### config.mk
export PLATFORM = sky130hd
export DESIGN_NAME = mc_control
export DESIGN_NICKNAME = d
export VERILOG_FILES = /design/src/rtl/mc_control.sv
export SDC_FILE = /design/constraint.sdc
export NUM_CORES = 1
export LEC_CHECK = 0
export BUFFER_PORTS_ARGS = -buffer_cell sky130_fd_sc_hd__buf_2
export CAP_MARGIN = 20
export CORE_UTILIZATION = 50
export DETAILED_ROUTE_END_ITERATION = 6
export PLACE_DENSITY = 0.83
export SYNTH_ARGS = -nofsm -noshare
export SYNTH_HDL_FRONTEND = slang
export SYNTH_SLANG_ARGS = --single-unit
### constraint.sdc
create_clock -name clk -period 2.5 [get_ports clk]
set_input_delay 0.125 -clock clk [delete_from_list [all_inputs] [get_ports clk]]
set_output_delay 0.125 -clock clk [all_outputs]
set_load 0.02 [all_outputs]
### src/rtl/mc_control.sv
// rtl/mc_control.sv - multi-cycle MIPS control FSM with memory stall/timeout and illegal-opcode exceptions
// Optional JAL support is enabled by defining MC_CTRL_JAL_EN.
module mc_control #(
    parameter int unsigned TIMEOUT = 16,
    parameter int unsigned CNT_W   = 5
) (
    input  logic       clk,
    input  logic       rst_n,
    input  logic [5:0] opcode,
    input  logic [5:0] funct,
    input  logic       mem_ready,
    output logic       pc_write,
    output logic       pc_write_cond,
    output logic [1:0] pc_src,
    output logic       i_or_d,
    output logic       ir_write,
    output logic       mem_read,
    output logic       mem_write,
    output logic       mem2reg,
    output logic       reg_write,
    output logic       reg_dst,
    output logic       alu_src_a,
    output logic [1:0] alu_src_b,
    output logic [1:0] alu_op,
    output logic       branch_ne,
    output logic       link,
    output logic       exception,
    output logic [1:0] exc_cause,
    output logic       instr_done,
    output logic [3:0] state_o
);

    typedef enum logic [3:0] {
        RST    = 4'd0,
        FETCH  = 4'd1,
        DECODE = 4'd2,
        MEMADR = 4'd3,
        MEMRD  = 4'd4,
        MEMWB  = 4'd5,
        MEMWR  = 4'd6,
        EXEC   = 4'd7,
        ALUWB  = 4'd8,
        BRANCH = 4'd9,
        JUMP   = 4'd10,
        JR     = 4'd11,
        EXCPT  = 4'd12
    } state_t;

    localparam logic [CNT_W-1:0] TO_LAST = CNT_W'(TIMEOUT - 1);

    state_t           state_q, state_d;
    logic [CNT_W-1:0] wait_cnt_q, wait_cnt_d;
    logic [1:0]       exc_cause_q, exc_cause_d;
    logic             waiting;
    logic             timeout;
    logic             r_type;

    assign r_type    = (opcode == 6'd0);
    assign waiting   = (state_q == FETCH) || (state_q == MEMRD) || (state_q == MEMWR);
    assign timeout   = (TIMEOUT != 0) && waiting && !mem_ready && (wait_cnt_q == TO_LAST);
    assign state_o   = state_q;
    assign exc_cause = exc_cause_q;

    always_ff @(posedge clk or negedge rst_n) begin
        if (!rst_n) begin
            state_q     <= RST;
            wait_cnt_q  <= '0;
            exc_cause_q <= 2'b00;
        end else begin
            state_q     <= state_d;
            wait_cnt_q  <= wait_cnt_d;
            exc_cause_q <= exc_cause_d;
        end
    end

    always_comb begin
        state_d       = state_q;
        exc_cause_d   = exc_cause_q;
        pc_write      = 1'b0;
        pc_write_cond = 1'b0;
        pc_src        = 2'b00;
        i_or_d        = 1'b0;
        ir_write      = 1'b0;
        mem_read      = 1'b0;
        mem_write     = 1'b0;
        mem2reg       = 1'b0;
        reg_write     = 1'b0;
        reg_dst       = 1'b0;
        alu_src_a     = 1'b0;
        alu_src_b     = 2'b00;
        alu_op        = 2'b00;
        branch_ne     = 1'b0;
        link          = 1'b0;
        exception     = 1'b0;
        instr_done    = 1'b0;

        case (state_q)
            RST: state_d = FETCH;
            FETCH: begin
                mem_read  = 1'b1;
                alu_src_b = 2'b01;
                ir_write  = mem_ready;
                pc_write  = mem_ready;
                if (mem_ready)    state_d = DECODE;
                else if (timeout) state_d = EXCPT;
            end
            DECODE: begin
                alu_src_b = 2'b11;
                case (opcode)
                    6'd0:                                   state_d = (funct == 6'd8) ? JR : EXEC;
                    6'd8, 6'd10, 6'd11, 6'd12, 6'd13, 6'd15: state_d = EXEC;
                    6'd35, 6'd36, 6'd37, 6'd40, 6'd41, 6'd43: state_d = MEMADR;
                    6'd4, 6'd5:                             state_d = BRANCH;
                    6'd2:                                   state_d = JUMP;
`ifdef MC_CTRL_JAL_EN
                    6'd3:                                   state_d = JUMP;
`endif
                    default:                                state_d = EXCPT;
                endcase
            end
            MEMADR: begin
                alu_src_a = 1'b1;
                alu_src_b = 2'b10;
                // Stores (40/41/43) all have opcode bit 3 set; loads (35/36/37) do not.
                state_d   = opcode[3] ? MEMWR : MEMRD;
            end
            MEMRD: begin
                mem_read = 1'b1;
                i_or_d   = 1'b1;
                if (mem_ready)    state_d = MEMWB;
                else if (timeout) state_d = EXCPT;
            end
            MEMWB: begin
                reg_write  = 1'b1;
                mem2reg    = 1'b1;
                instr_done = 1'b1;
                state_d    = FETCH;
            end
            MEMWR: begin
                mem_write  = 1'b1;
                i_or_d     = 1'b1;
                instr_done = mem_ready;
                if (mem_ready)    state_d = FETCH;
                else if (timeout) state_d = EXCPT;
            end
            EXEC: begin
                alu_src_a = 1'b1;
                alu_src_b = r_type ? 2'b00 : 2'b10;
                alu_op    = r_type ? 2'b10 : 2'b11;
                state_d   = ALUWB;
            end
            ALUWB: begin
                reg_write  = 1'b1;
                reg_dst    = r_type;
                instr_done = 1'b1;
                state_d    = FETCH;
            end
            BRANCH: begin
                alu_src_a     = 1'b1;
                alu_op        = 2'b01;
                pc_write_cond = 1'b1;
                pc_src        = 2'b01;
                branch_ne     = (opcode == 6'd5);
                instr_done    = 1'b1;
                state_d       = FETCH;
            end
            JUMP: begin
                pc_write   = 1'b1;
                pc_src     = 2'b10;
                instr_done = 1'b1;
`ifdef MC_CTRL_JAL_EN
                link       = (opcode == 6'd3);
                reg_write  = (opcode == 6'd3);
`endif
                state_d    = FETCH;
            end
            JR: begin
                pc_write   = 1'b1;
                pc_src     = 2'b11;
                instr_done = 1'b1;
                state_d    = FETCH;
            end
            EXCPT: begin
                exception = 1'b1;
                state_d   = FETCH;
            end
            default: state_d = RST;
        endcase

        if (state_d == EXCPT && state_q != EXCPT)
            exc_cause_d = (state_q == DECODE) ? 2'b01 : 2'b10;

        if (state_d != state_q)
            wait_cnt_d = '0;
        else if (waiting && !mem_ready)
            wait_cnt_d = wait_cnt_q + CNT_W'(1);
        else
            wait_cnt_d = wait_cnt_q;
    end

endmodule

After elaboration in Yosys (flattened, before gate mapping)
Cells that the tools add are included.
W data, S select, Z words.
{ "totals": {"register_bits": 11, "input_bits": 15, "output_inout_bits": 26, "wordCells": 84} }
{ "op_classes": {"addsub": 1, "eq_ne": 32, "muxes": 29, "reduce_logical": 19} }
{ "ops": {"columns": ["op", "n"], "rows": [
  ["$eq A6 B4 Y1 const B", 7],
  ["$eq A6 B6 Y1 const B", 6],
  ["$pmux W4 S7", 1],
  ["$eq A4 B4 Y1 const B", 6],
  ["$mux W4", 5],
  ["$pmux W4 S5", 1],
  ["$eq A4 B3 Y1 const B", 4],
  ["$eq A6 B3 Y1 const B", 2],
  ["$mux W1", 12],
  ["$reduce_or A6 Y1", 2],
  ["$mux W5", 2],
  ["$reduce_or A2 Y1", 5],
  ["$eq A4 B2 Y1 const B", 2],
  ["$pmux W2 S4", 1],
  ["$reduce_or A7 Y1", 1],
  ["$eq A6 B2 Y1 const B", 1],
  ["$logic_not A6 Y1", 1],
  ["$mux W2", 3],
  ["$pmux W2 S3", 1],
  ["$add A5 B1 Y5 const B", 1],
  ["$eq A5 B4 Y1 const B", 1],
  ["$reduce_or A5 Y1", 1],
  ["$eq A4 B1 Y1 const B", 1],
  ["$logic_not A4 Y1", 1],
  ["other kinds (9)", 13]
]} }

Depth between registers and ports, before layout
{ "logic_depth": {"ltp_word": 10, "ltp_mapped": 9, "depth_no_buf": 9} }

Worst setup path after synthesis
No wires, ideal clock.
{ "synth_timing": {"path_kind": "in2out", "from": "input port opcode[3]", "to": "output port reg_dst", "arrival_time_ps": 1852, "required_time_ps": 2375, "setup_slack_ps": 523, "stages": 4, "path_buffers": 1, "cell_sequence": "buf_6 -> or4_1 -> or3_4 -> nor4_1"} }
{ "synth_between": {"elab_chain_cells": 2} }
{ "synth_lines": {"columns": ["element", "line", "source"], "rows": [
  ["from (decl)", "9", "input logic [5:0] opcode,"],
  ["$logic_not A6 Y1", "58", "assign r_type = (opcode == 6'd0);"],
  ["$mux W1", "97", "case (state_q)"],
  ["to (decl)", "21", "output logic reg_dst,"]
]} }
Every way passes these cells.

Worst setup path after layout
{ "layout_timing": {"from": "register wait_cnt_q[0]", "to": "register exc_cause_q[0], in the netlist exc_cause[0]"} }
{ "layout_between": {"elab_chain_cells": 7, "word_cells_on_any_way": 9, "classes_between": "eq/ne (2); mux (5); reduce/logical (2)"} }
{ "layout_lines": {"columns": ["element", "line", "source"], "rows": [
  ["from (decl)", "52", "logic [CNT_W-1:0] wait_cnt_q, wait_cnt_d;"],
  ["from (signal assigned)", "71", "wait_cnt_q <= wait_cnt_d;"],
  ["$eq A5 B4 Y1 *", "60", "assign timeout = (TIMEOUT != 0) && waiting && !mem_ready && (wait_cnt_q == TO_LAST);"],
  ["$logic_and A1 B1 Y1 *", "60", null],
  ["$mux W4 *", "105, 131, 144", null],
  ["$mux W4 (on tied branches)", "143, 104, 130", null],
  ["$pmux W4 S7 *", "97", null],
  ["$eq A4 B4 Y1 *", "190", "if (state_d == EXCPT && state_q != EXCPT)"],
  ["$logic_and A1 B1 Y1 *", "190", null],
  ["to (signal assigned)", "72", "exc_cause_q <= exc_cause_d;"],
  ["to (decl)", "53", "logic [1:0] exc_cause_q, exc_cause_d;"]
]} }
Mark *: on every way between the ends. The rest lies on a longest branch, timed or not.
A chain may end at the register's enable or synchronous reset.

==> qor.yml <==
outcome: "completed"
wl_um: 2830
vias: 1292
min_period_ns: 2.18
core-area_mm2: 0.00223
grt_max_degree: 22
syn_avg_cell_area_um2: 7.35
cts_sinks: 11
slew_viol_final: 0
antenna_cells: 0
tns_ns: 0
die_x_um: 51.1
internal_power_mw: 0.647
drive_gt1_share_pct: 28.8
synth_edf_count: 0
finalSetupViolations: 0
clk_pin_slew_ns: 0.07
async_reset_ff_share_pct: 100
synth_top_area_share_pct: 22.8
power.share.clock_pct: 8.6
fmax_mhz: 458
p_per_area_mw_per_mm2: 939
peakVddDrop_v: 0.000698
end_kind: "flip-flop"
drt_iter0_drc: 34
dp_cells: 221
drv_cap: 0
tightest_slew_ns: 0.566
yosysUniqueCellTypes: 55
num_io_pins: 41
route.detailed.wl_per_inst_um: 12.5
nets: 216
ys.flop_type: "dfrtp_1"
syn_nets: 181
fin_crit_sh_pct: 87.3
fin_cells: 226
ys_seq_elements: 11
dr.pass1.iters: 4
vias_per_cell: 5.72
crit_type: "flip-flop to flip-flop"
syn_area_mm2: 0.00121
syn_inst: 164
critPathRequiredTime_ns: 2.65
grt_pass1_vias: 1073
grt_first_pass_wirelength_um: 4690
cts_buffers: 3
clock-root-buffer: "clkbuf_4"
dp.final_hpwl_um: 2220
yosys-top-cells-area: "dfrtp_1, nor2_1, nand2_1"
start_util_pct: 54.0
arrival_ns: 2.33
p_seq_share_pct: 21.1
switching_share_pct: 51.9
p_sw_mw: 0.697
rsz0062_at_grt: "no"
worstPathMaxFanout: 3
cts_tree: "built"
ys_seq_area_share_pct: 22.8
drc: 0
power_leakage_nw: 0.714
overflow: 0
track_usage_pct: 23.6
hold_viol: 0
fin_skew_ns: 0.00453
fin_util_pct: 64.0
synth_area_leader_cell: "dfrtp_1"
die_h_um: 51.1
port_buffers: 39
htreeDepth: 1
p_comb_share_pct: 70.3
antenna_found_initial: 0
cts_buffer_depth: 2
fp-row-count: 17
antenna_left: 0
globalplace.congestion: 0.848
yosys_warnings: 0
clock_latency_ns: 0.26
hold_path_class: "input pin to flip-flop"
critPathLaunchType: "flip-flop"
die_area_mm2: 0.00261
area_delta_synth_final_pct: 18.6
hold_ws_ns: 0.218
slew_headroom_pct: 62.0
-- placed cells by master (no fill, tap or decap), drive strengths merged, types with 3 or more instances in the layout --
| cell | count |
|---|---|
| nand2 | 18 |
| inv | 7 |
| nand3 | 3 |
| o21ai | 11 |
| a21o | 4 |
| nor2b | 7 |
| buf | 43 |
| and2 | 4 |
| nor2 | 20 |
| nand2b | 5 |
| nor3 | 4 |
| clkbuf | 4 |
| or3 | 4 |
| nor3b | 3 |
| nor4 | 3 |
| a21oi | 6 |
| dfrtp | 11 |
-- critical path: stages (launching register included) --
cell and delay, ns:
dfrtp_1 0.39, ha_1 0.19, and3_1 0.16, ha_1 0.15, nor2b_1 0.20, nor3b_1 0.22
o21ai_0 0.13, a21o_1 0.21, or2_2 0.31, o21a_1 0.11
-- power by group through the flow --
stage,Sequential (mW),Combinational (mW),Clock [mW]
CTS,0.283,0.944,0.121
global route,0.292,1.04,0.128
finish,0.284,0.944,0.116
floorplan,0.310,0.665,0
detailed placement,0.286,0.938,0
global placement,0.286,0.925,0
-- routing by layer --
| layer | GRT usage (%) | share of wire [%] | wire, µm | vias up |
|---|---|---|---|---|
| li1 | - | - | - | 643 |
| met1 | 31.0 | 44 | 1260 | 604 |
| met2 | 39.7 | 51 | 1440 | 41 |
| met3 | 2.68 | 3.9 | 110 | 4 |
| met4 | 8.33 | 1.0 | 29 | 0 |
| met5 | 0 | 0 | 0 | - |
-- path summary, 6_finish.rpt --
check,start,to,slack [ns],cells after the start
max,wait_cnt_q[0],exc_cause[0],0.32,9
min,opcode[4],state_o[3],0.22,3
min reg2reg,exc_cause[0],exc_cause[0],0.50,1
max in group asynchronous,rst_n,exc_cause[1],2.05,2
min in group asynchronous,rst_n,state_o[2],0.25,2
max reg2reg,wait_cnt_q[0],exc_cause[0],0.32,9
-- timing repair --
item,in CTS,in global routing
hold endpoints to repair,11,0
setup buffers,0,0
resized for setup,0,0
hold buffers,1,0
-- area by class of cell --
| cell class | instances | area, µm² |
|---|---|---|
| Fill cell | 201 | 803 |
| Multi-Input combinational cell | 132 | 832 |
| Timing Repair Buffer | 44 | 235 |
| Sequential cell | 11 | 275 |
| Clock buffer | 4 | 26.3 |
| Inverter | 7 | 26.3 |
| Tap cell | 28 | 35.0 |
-- cells in the mapped netlist, drive strengths merged, types with 3 or more instances --
cell type / instances
a21o: 4
a21oi: 6
and2: 4
buf: 4
clkbuf: 10
dfrtp: 11
inv: 7
nand2: 18
nand2b: 5
nand3: 3
nor2: 20
nor2b: 7
nor3: 4
nor3b: 3
nor4: 3
o21ai: 11
or3: 4
-- registers in the layout, indices dropped and copies added (netlist names) --
| register | cells |
|---|---|
| wait_cnt_q | 5 |
| state_o | 4 |
| exc_cause | 2 |
-- per-stage QoR --
stage	instance area (µm²)	power (mW)	setup WS (ns)
floorplan	1210	0.974	0.523
global placement	1390	1.21	0.465
detailed placement	1390	1.22	0.346
CTS	1430	1.35	0.324
global route	1430	1.46	0.170
finish	1430	1.34	0.317
-- logic make-up (layout without fill, tap and decap cells) --
logic type / after synthesis / count (layout) / share of synthesized area (%)
buf+inv: 21 / 55 / 8.20
mux: 2 / 2 / 1.66
simple gates: 83 / 83 / 38.0
xor+xnor: 4 / 4 / 2.91
other cells: 1 / 1 / 0.311
flops: 11 / 11 / 22.8
compound gates: 40 / 40 / 24.1
fa+ha+maj: 2 / 2 / 2.07
No activity file was read; power rests on OpenSTA's default activity.
